File: src/rtl/imm_enc_pkg.sv
// Shared definitions for the immediate encoder: FSM state encoding, ImmOp
// select bits, the per-candidate shift table and the decode/pack rules.
// IMM_ENCODER_SPLIT_EN adds the two split states to the state encoding.
package imm_enc_pkg;

`ifdef IMM_ENCODER_SPLIT_EN
    typedef enum logic [2:0] {
        ST_IDLE     = 3'd0,
        ST_SEARCH   = 3'd1,
        ST_EMIT     = 3'd2,
        ST_SPLIT_HI = 3'd3,
        ST_SPLIT_LO = 3'd4
    } state_e;
`else
    typedef enum logic [2:0] {
        ST_IDLE   = 3'd0,
        ST_SEARCH = 3'd1,
        ST_EMIT   = 3'd2
    } state_e;
`endif

    // ImmOp select bits; IMM7 is the absence of IMM9.
    localparam logic [2:0] IMM7 = 3'b000;
    localparam logic [2:0] IMM9 = 3'b001;
    localparam logic [2:0] SHL1 = 3'b010;
    localparam logic [2:0] SHL7 = 3'b100;

    // Right-shift applied to the value for candidate k (element k, LSB first).
    localparam logic [7:0][3:0] CAND_SHIFT = {4'd8, 4'd8, 4'd7, 4'd7,
                                              4'd1, 4'd1, 4'd0, 4'd0};

    localparam logic [2:0] LAST_CAND = 3'd7;

    // Decode datapath: zero-extended field, optional <<1, then the 9 low bits
    // of that result are shifted left by 7.
    function automatic logic [15:0] imm_decode(input logic [8:0] field,
                                               input logic [2:0] immop);
        logic [15:0] v;
        if ((immop & IMM9) != 3'b000) begin
            v = {7'b0, field};
        end else begin
            v = {9'b0, field[6:0]};
        end
        if ((immop & SHL1) != 3'b000) begin
            v = {v[14:0], 1'b0};
        end
        if ((immop & SHL7) != 3'b000) begin
            v = {v[8:0], 7'b0};
        end
        return v;
    endfunction

    // Place a field into the 11-bit instruction immediate.
    function automatic logic [10:0] imm_pack(input logic [8:0] field,
                                             input logic [2:0] immop);
        logic [10:0] w;
        if ((immop & IMM9) != 3'b000) begin
            w = {field, 2'b00};
        end else begin
            w = {field[6:2], 4'b0000, field[1:0]};
        end
        return w;
    endfunction

endpackage

File: src/rtl/imm_candidate_check.sv
// Combinational test of one encoding candidate: extracts the field for the
// candidate's shift and width, packs it, and checks that decoding the field
// with the candidate's ImmOp reproduces the value exactly.
module imm_candidate_check
    import imm_enc_pkg::*;
(
    input  logic [15:0] value_i,
    input  logic [2:0]  cand_i,
    output logic        hit_o,
    output logic [10:0] instr_o
);

    logic [8:0] field_w;
    logic [8:0] field;

    // Arithmetic shift keeps the sign, truncation leaves 9 or 7 field bits.
    always_comb begin
        field_w = 9'($signed(value_i) >>> CAND_SHIFT[cand_i]);
        if (cand_i[0]) begin
            field = field_w;
        end else begin
            field = {2'b00, field_w[6:0]};
        end
        hit_o   = (imm_decode(field, cand_i) == value_i);
        instr_o = imm_pack(field, cand_i);
    end

endmodule

File: src/rtl/imm_encoder.sv
// Immediate encoder: accepts a 16-bit constant and searches the eight ImmOp
// candidates (lowest first, one per cycle) for an exact single-word encoding.
// With IMM_ENCODER_SPLIT_EN defined, values with no single-word encoding are
// emitted as a high/low word pair; otherwise one word with out_err set.
module imm_encoder
    import imm_enc_pkg::*;
(
    input  logic        clk,
    input  logic        rst_n,
    input  logic        in_valid,
    output logic        in_ready,
    input  logic [15:0] in_value,
    output logic        out_valid,
    input  logic        out_ready,
    output logic [10:0] out_instr,
    output logic [2:0]  out_immop,
    output logic        out_regzero,
    output logic        out_last
`ifndef IMM_ENCODER_SPLIT_EN
    ,
    output logic        out_err
`endif
);

    state_e      state_q, state_d;
    logic [15:0] val_q, val_d;
    logic [2:0]  cand_q, cand_d;
    logic [10:0] instr_q, instr_d;
    logic [2:0]  immop_q, immop_d;
    logic        regzero_q, regzero_d;
    logic        last_q, last_d;
`ifndef IMM_ENCODER_SPLIT_EN
    logic        err_q, err_d;
`endif

    logic        cand_hit;
    logic [10:0] cand_instr;

    imm_candidate_check u_cand (
        .value_i (val_q),
        .cand_i  (cand_q),
        .hit_o   (cand_hit),
        .instr_o (cand_instr)
    );

    // State register plus latched value, candidate index and output word.
    always_ff @(posedge clk or negedge rst_n) begin
        if (!rst_n) begin
            state_q   <= ST_IDLE;
            val_q     <= '0;
            cand_q    <= '0;
            instr_q   <= '0;
            immop_q   <= '0;
            regzero_q <= 1'b0;
            last_q    <= 1'b0;
`ifndef IMM_ENCODER_SPLIT_EN
            err_q     <= 1'b0;
`endif
        end else begin
            state_q   <= state_d;
            val_q     <= val_d;
            cand_q    <= cand_d;
            instr_q   <= instr_d;
            immop_q   <= immop_d;
            regzero_q <= regzero_d;
            last_q    <= last_d;
`ifndef IMM_ENCODER_SPLIT_EN
            err_q     <= err_d;
`endif
        end
    end

    // Next-state logic; the output word only changes on a state transition,
    // so it stays stable while the consumer stalls.
    always_comb begin
        state_d   = state_q;
        val_d     = val_q;
        cand_d    = cand_q;
        instr_d   = instr_q;
        immop_d   = immop_q;
        regzero_d = regzero_q;
        last_d    = last_q;
`ifndef IMM_ENCODER_SPLIT_EN
        err_d     = err_q;
`endif
        case (state_q)
            ST_IDLE: begin
                if (in_valid) begin
                    val_d  = in_value;
                    cand_d = '0;
                    if (in_value == 16'h0000) begin
                        state_d   = ST_EMIT;
                        instr_d   = '0;
                        immop_d   = IMM7;
                        regzero_d = 1'b1;
                        last_d    = 1'b1;
                    end else begin
                        state_d = ST_SEARCH;
                    end
                end
            end
            ST_SEARCH: begin
                if (cand_hit) begin
                    state_d   = ST_EMIT;
                    instr_d   = cand_instr;
                    immop_d   = cand_q;
                    regzero_d = 1'b0;
                    last_d    = 1'b1;
                end else if (cand_q == LAST_CAND) begin
`ifdef IMM_ENCODER_SPLIT_EN
                    // High word carries V[15:8] so that after <<1, 9-bit
                    // truncation and <<7 it lands exactly on bits [15:8].
                    state_d   = ST_SPLIT_HI;
                    immop_d   = IMM9 | SHL1 | SHL7;
                    instr_d   = imm_pack({val_q[15], val_q[15:8]}, IMM9 | SHL1 | SHL7);
                    regzero_d = 1'b0;
                    last_d    = 1'b0;
`else
                    state_d   = ST_EMIT;
                    instr_d   = '0;
                    immop_d   = '0;
                    regzero_d = 1'b0;
                    last_d    = 1'b1;
                    err_d     = 1'b1;
`endif
                end else begin
                    cand_d = cand_q + 3'd1;
                end
            end
            ST_EMIT: begin
                if (out_ready) begin
                    state_d   = ST_IDLE;
                    instr_d   = '0;
                    immop_d   = '0;
                    regzero_d = 1'b0;
                    last_d    = 1'b0;
`ifndef IMM_ENCODER_SPLIT_EN
                    err_d     = 1'b0;
`endif
                end
            end
`ifdef IMM_ENCODER_SPLIT_EN
            ST_SPLIT_HI: begin
                if (out_ready) begin
                    state_d = ST_SPLIT_LO;
                    immop_d = IMM9;
                    instr_d = imm_pack({1'b0, val_q[7:0]}, IMM9);
                    last_d  = 1'b1;
                end
            end
            ST_SPLIT_LO: begin
                if (out_ready) begin
                    state_d   = ST_IDLE;
                    instr_d   = '0;
                    immop_d   = '0;
                    regzero_d = 1'b0;
                    last_d    = 1'b0;
                end
            end
`endif
            default: begin
                state_d = ST_IDLE;
            end
        endcase
    end

    // Handshake flags decode directly from the state register.
    always_comb begin
        in_ready  = (state_q == ST_IDLE);
        out_valid = 1'b0;
        case (state_q)
            ST_EMIT:     out_valid = 1'b1;
`ifdef IMM_ENCODER_SPLIT_EN
            ST_SPLIT_HI: out_valid = 1'b1;
            ST_SPLIT_LO: out_valid = 1'b1;
`endif
            default:     out_valid = 1'b0;
        endcase
    end

    assign out_instr   = instr_q;
    assign out_immop   = immop_q;
    assign out_regzero = regzero_q;
    assign out_last    = last_q;
`ifndef IMM_ENCODER_SPLIT_EN
    assign out_err     = err_q;
`endif

endmodule

File: config.mk
export PLATFORM = sky130hd
export DESIGN_NAME = imm_encoder
export DESIGN_NICKNAME = d
export VERILOG_FILES = /design/src/rtl/imm_enc_pkg.sv /design/src/rtl/imm_candidate_check.sv /design/src/rtl/imm_encoder.sv
export SDC_FILE = /design/constraint.sdc
export NUM_CORES = 1
export LEC_CHECK = 0
export ABC_CLOCK_PERIOD_IN_PS = 12900
export CORE_AREA = 4 4 116 118
export CTS_BUF_LIST = sky130_fd_sc_hd__clkbuf_4 sky130_fd_sc_hd__clkbuf_8
export DETAILED_ROUTE_END_ITERATION = 10
export DIE_AREA = 0 0 120 122
export DONT_BUFFER_PORTS = 1
export HOLD_SLACK_MARGIN = 0.05
export PLACE_DENSITY = 0.38
export SLEW_MARGIN = 15
export SYNTH_ARGS = -nofsm -noshare
export SYNTH_HDL_FRONTEND = slang
export SYNTH_SLANG_ARGS = --single-unit
export TNS_END_PERCENT = 50
File: constraint.sdc
create_clock -name clk -period 12.9 [get_ports clk]
set_clock_uncertainty 0.15 [all_clocks]
set_input_delay 2.58 -clock clk [delete_from_list [all_inputs] [get_ports clk]]
set_output_delay 2.58 -clock clk [all_outputs]
set_load 0.1 [all_outputs]
; ---- After elaboration in Yosys (flattened, before gate mapping)
; Memory sizes are Yosys's and may differ from the RTL's.
; Cells that the tools add are included.
; W data, S select, Z words.
[op_classes]
order_cmp = 1
shifts = 1
reduce_logical = 10
n_addsub = 1
muxes = 39
eq_ne = 11
[ops]
columns = cell, n
row1 = $mux W11, 6
row2 = $mux W3, 11
row3 = $pmux W11 S3, 1
row4 = $mux W16, 2
row5 = $mux W9, 2
row6 = $pmux W3 S3, 2
row7 = $eq A16 B16 Y1, 1
row8 = $logic_not A16 Y1, 1
row9 = $sshr A16 B4 Y9, 1
row10 = $ne A2 B2 Y1 const B, 5
row11 = $mux W1, 9
row12 = $reduce_and A4 Y1, 2
row13 = $pmux W1 S3, 2
row14 = $pmux W3 S2, 1
row15 = $reduce_and A5 Y1, 1
row16 = $lt A3 B4 Y1 const B, 1
row17 = $mux W4, 1
row18 = $reduce_bool A2 Y1, 2
row19 = $add A3 B1 Y3 const B, 1
row20 = $eq A3 B1 Y1 const B, 1
row21 = $eq A3 B2 Y1 const B, 1
row22 = $eq A3 B3 Y1 const B, 1
row23 = $logic_not A3 Y1, 1
row24 = $ne A3 B3 Y1 const B, 1
row25 = other kinds (6), 6
[word_totals]
mem_count = 1
input_bits = 20
out_inout_bits = 19
register_bits = 39
romBits = 32
[mem_list]
columns = memory, depth, word_bits, rd, rd_clocked_by_memory_dff, write_ports, line
row1 = (name not given), 8, 4, 1, 0, 0, imm_candidate_check.sv:18  ; field_w = 9'($signed(value_i) >>> CAND_SHIFT[cand_i]);

; ---- Depth between registers and ports, before layout
[depth]
depth_word = 10
ltp_mapped = 17
depth_no_buf = 11

; ---- Cells and area by module
; From an unflattened synthesis, not the netlist that was laid out.
[hier_totals]
cells_unflattened = 282
area_unflattened_um2 = 2896.5
[by_module_without_submodules]
columns = mod, area_each_um2, instances, seq_area_each_um2, cells_per_inst
row1 = imm_encoder, 1786.7, 1, 950.9, 133
row2 = imm_candidate_check, 1109.8, 1, 0.0, 149

; ---- Least setup slack after synthesis
; Ideal clock, no wire load.
[synth_path]
kind = flip-flop to flip-flop
from = register cand_q[1]
to = register immop_q[2], in the netlist out_immop[2]
required_time_ns = 12.628
stages_incl_launch_ff = 17
setup_time_ns = 0.122
arrival_ns = 3.972
slack_ns = 8.656
cell_sequence = dfrtp_1 buf_1 inv_2 clkbuf_1 ha_1 buf_6 buf_6 mux2i_1 mux4_2 mux4_2 xnor2_1 nor3_1 o2111ai_2 o21ai_4 o21ai_2 buf_6 a22o_1
[synth_via]
elab_chain_len = 10
word_cells_on_any_way = 13
classes_between = eq/ne: 3 / shift: 1 / mux: 7 / reduce/logical: 1 / memory: 1
[synth_lines]
columns = element, line
row1 = from (decl), imm_encoder.sv:27  ; logic [2:0] cand_q, cand_d;
row2 = from (signal assigned), imm_encoder.sv:62  ; cand_q <= cand_d;
row3 = $mem_v2 Z8 W4, --
row4 = $mux W4 (not written as such), imm_candidate_check.sv:18
row5 = $sshr A16 B4 Y9, imm_candidate_check.sv:18
row6 = $mux W9, imm_candidate_check.sv:19  ; if (cand_i[0]) begin
row7 = $mux W9, imm_enc_pkg.sv:39  ; if ((immop & IMM9) != 3'b000) begin
row8 = $mux W16, imm_enc_pkg.sv:44  ; if ((immop & SHL1) != 3'b000) begin
row9 = $mux W16, imm_enc_pkg.sv:47  ; if ((immop & SHL7) != 3'b000) begin
row10 = $eq A16 B16 Y1, imm_candidate_check.sv:24  ; hit_o = (imm_decode(field, cand_i) == value_i);
row11 = $ne A3 B3 Y1 (no line) or $mux W3 (tied branches), --
row12 = $reduce_and A5 Y1 (no line) or $pmux W3 S3 (tied branches), --
row13 = to (signal assigned), imm_encoder.sv:64  ; immop_q <= immop_d;
row14 = to (decl), imm_encoder.sv:29  ; logic [2:0] immop_q, immop_d;
; Several ways; a longest one is shown, not always the timed one. The select of a mux whose other input is x is not followed.
; A chain may end at the register's enable or synchronous reset.

; ---- Worst setup path in the final report
[layout_path]
from = register cand_q[1]
to = register last_q, in the netlist out_last
[layout_via]
elab_chain_len = 10
word_cells_on_any_way = 13
classes_between = eq/ne: 3 / shift: 1 / mux: 7 / reduce/logical: 1 / memory: 1
[layout_lines]
columns = element, line
row1 = $mem_v2 Z8 W4, --
row2 = $mux W4 (not written as such), imm_candidate_check.sv:18
row3 = $sshr A16 B4 Y9, imm_candidate_check.sv:18
row4 = $mux W9, imm_candidate_check.sv:19
row5 = $mux W9, imm_enc_pkg.sv:39
row6 = $mux W16, imm_enc_pkg.sv:44
row7 = $mux W16, imm_enc_pkg.sv:47
row8 = $eq A16 B16 Y1, imm_candidate_check.sv:24
row9 = $ne A3 B3 Y1 (no line) or $mux W1 (tied branches), --
row10 = $reduce_and A5 Y1 (no line) or $pmux W1 S3 (tied branches), --
row11 = to (signal assigned), imm_encoder.sv:66  ; last_q <= last_d;
row12 = to (decl), imm_encoder.sv:31  ; logic last_q, last_d;
; Several ways; a longest one is shown, not always the timed one. The select of a mux whose other input is x is not followed.

==> results by group <==
Layout
  • Area growth, synth to finish: 7.05%
  • Nets: about 330
  • Final std cells w/o fill: 470
  • Share of cells above drive strength 1: 0.205
  • Antenna cells: 0

Power
  • P per Cell Area: 308 nW/um^2
  • Leakage: 0.00131 uW
  • VDD IR max: 0.137 mV

Drt
  • DRC: 0
  • WL final: about 9.0 mm
  • Initial DRC Count: ~130
  • Vias post-DR: 2472
  • Routed Antenna Nets: 0
  • Avg WL per Cell: 19.2 um
  • Pre-antenna DRT Iters: 4
  • Vias/cell: between 5 and 6

Timing
  • Fin Setup TNS: 0 ns
  • RSZ-0062 raised after global routing: false
  • Worst-margin pin slew: 1.04 ns
  • Slew margin rel.: 0.310
  • Final Cycle Share: 0.366
  • Final Max Slew Viols: 0
  • Final Hold Viols: 0
  • Final min period: 4.72 ns
  • Final setup viols: 0
  • Fmax: 212 MHz

CTS
  • PostCTS Resize Cnt: 0
  • Clock transition at path regs: roughly 0.08 ns
  • Post-CTS Setup Bufs: 0
  • Worst-Skew Late Latency: slightly below 0.3 ns
  • Hold bufs inserted after CTS: 0
  • Number of buffers created by CTS: 5
  • CTS Buffer Depth: 2
  • CTS Root Cell: clkbuf_8
  • CTS Sinks: 38
  • TritonCTS clock tree: yes
  • Htree depth: 2

Yosys
  • Top-area cell type share of the netlist area: 0.310
  • Number of synthesized flops with an enable pin: 0
  • Cell Area, Synth: just over 3000 sq um
  • Top_reg_cell synth: dfrtp_1
  • Seq/Total Area, Yosys: 0.310
  • Syn. warnings: 0
  • Yosys cell types: 62
  • Area leader, netlist: dfrtp_1
  • FF+latch count, synth: 38
  • Mapped Nets: roughly 340
  • Post-Syn Instances: 310
  • Commonest cells in the synthesized netlist: dfrtp_1, mux2_2, nand2_1
  • Mean post-synth cell area: 9.90 sq um
  • Ys async rst share: 1.00
  • Count leader, synth: dfrtp_1
  • Synth area leaders: dfrtp_1, mux2_2, mux4_2, mux2i_1, ha_1

Placement
  • HPWL after DPL: roughly 6.6 mm
  • # port buffers: 0
  • DP Cell Count: 462
  • GP Congestion: roughly 0.78

GRT
  • Grt ovf: 0
  • Pin count of the biggest net entering global routing: 39
  • First-pass GRT wire length: 14.4 mm
  • Via count of the first global-routing pass: 2518
  • Total GRT Usage: 0.124
  • Initial antenna violation count: 0

Die
  • IO Count: 39
  • Horiz. Die Dim: about 120 um
  • FP Rows: 41
  • Die height: roughly 120 um
  • Die ar.: ~15000 sq um
  • Core ar.: around 12000 sq um
  • Initial Util: 0.246

Worst setup path
  • Crit Path Class: reg -> reg
  • R2R setup slack: 8.18 ns
  • Worst endpoint required time: around 13 ns
  • Crit path DAT: 4.74 ns
  • Peak fanout along the critical path: 21
  • Critical path launch point type: flip-flop
  • Crit. End Element: flip-flop

Run
  • Max-cap violations: 0

Run status
  • Status: completed

Min path
  • Class of the worst hold path: reg -> reg
worst max-delay path, cell delays in order, from the launching register on:
cell and delay, ns:
dfrtp_1 0.36, buf_4 0.30, ha_1 0.75, mux4_2 0.61, mux2i_2 0.50, mux4_2 0.36
xnor2_1 0.06, nor3_1 0.30, o2111ai_2 0.24, o21ai_4 0.30, o21ai_2 0.27, mux2_1 0.38
placed cells by master, fill, tap and decap left out, drive strengths merged, types with 2 or more instances in the layout:
master	n
a211oi	2
nand3	11
nand3b	2
nor2	14
and3	4
a211o	2
nand2	21
ha	8
nor3b	2
a22oi	4
buf	4
nand2b	5
mux2i	12
nor4	4
a31oi	6
dfrtp	38
a21oi	10
mux2	35
nor2b	3
xnor2	3
and4	2
clkbuf	7
a32o	6
o21ai	15
o211ai	6
and2	2
nand4	5
mux4	11
inv	19
a22o	9
nor3	5
worst paths after layout:
path,from,end,depth (start not counted)
worst max-delay path,cand_q[1],out_last,11
worst min-delay path,state_q[0],state_q[0],1
worst max register to register,cand_q[1],out_last,11
worst min register to register,state_q[0],state_q[0],1
max in group asynchronous,rst_n,val_q[8],0
min in group asynchronous,rst_n,out_immop[0],0
registers in the layout (all words and copies together), names as in the netlist:
name,cells
state_q,2
cand_q,3
out_err,1
out_regzero,1
out_instr,11
out_immop,3
val_q,16
out_last,1
cell type report:
type / instances / area [sq um]
Clock inverter: 1 / 5.00
Tap cell: 172 / 215
Clock buffer: 7 / 90.1
Multi-Input combinational cell: 229 / 1920
Sequential cell: 38 / 951
Timing Repair Buffer: 4 / 30.0
Inverter: 19 / 71.3
Fill cell: 1326 / 9180
cells by family (layout without fill, tap and decap cells):
kind of cell    Yosys count  in the layout  synth area share
fa+ha+maj                 8              8            0.0326
simple gates             83             83             0.143
xor+xnor                  4              4            0.0114
flops                    38             38             0.310
buf+inv                  43             31            0.0636
compound gates           76             76             0.188
mux                      58             58             0.252
power by group:
group / switching [uW] / internal, uW / leakage (uW) / total [uW]
Clock: 43.7 / 45.3 / 0.0000517 / 89.0
Sequential: 112 / 155 / 0.000480 / 268
Combinational: 366 / 289 / 0.000777 / 655
Total: 522 / 490 / 0.00131 / 1010
routing by layer:
metal,vias to the layer above,global-route usage,wire length [um]
met4,0,0.0429,153
met5,-,0,0
met2,70,0.193,4150
met1,1243,0.168,4230
li1,1150,-,-
met3,9,0.0330,504
metrics by stage:
step | util | cell area, sq um | hold slack, ns | total power [uW] | setup WS, ns
final | 0.264 | 3290 | 0.423 | 1010 | 8.18
after global placement | 0.256 | 3190 | 0.416 | 934 | 8.17
after detailed placement | 0.256 | 3190 | 0.413 | 928 | 8.16
after CTS | 0.264 | 3290 | 0.432 | 1020 | 8.16
after global routing | 0.264 | 3290 | 0.466 | 1090 | 7.99
after floorplan | - | 3070 | 0.372 | 776 | 8.66
Note: power is estimated with default switching activity, not from simulation.
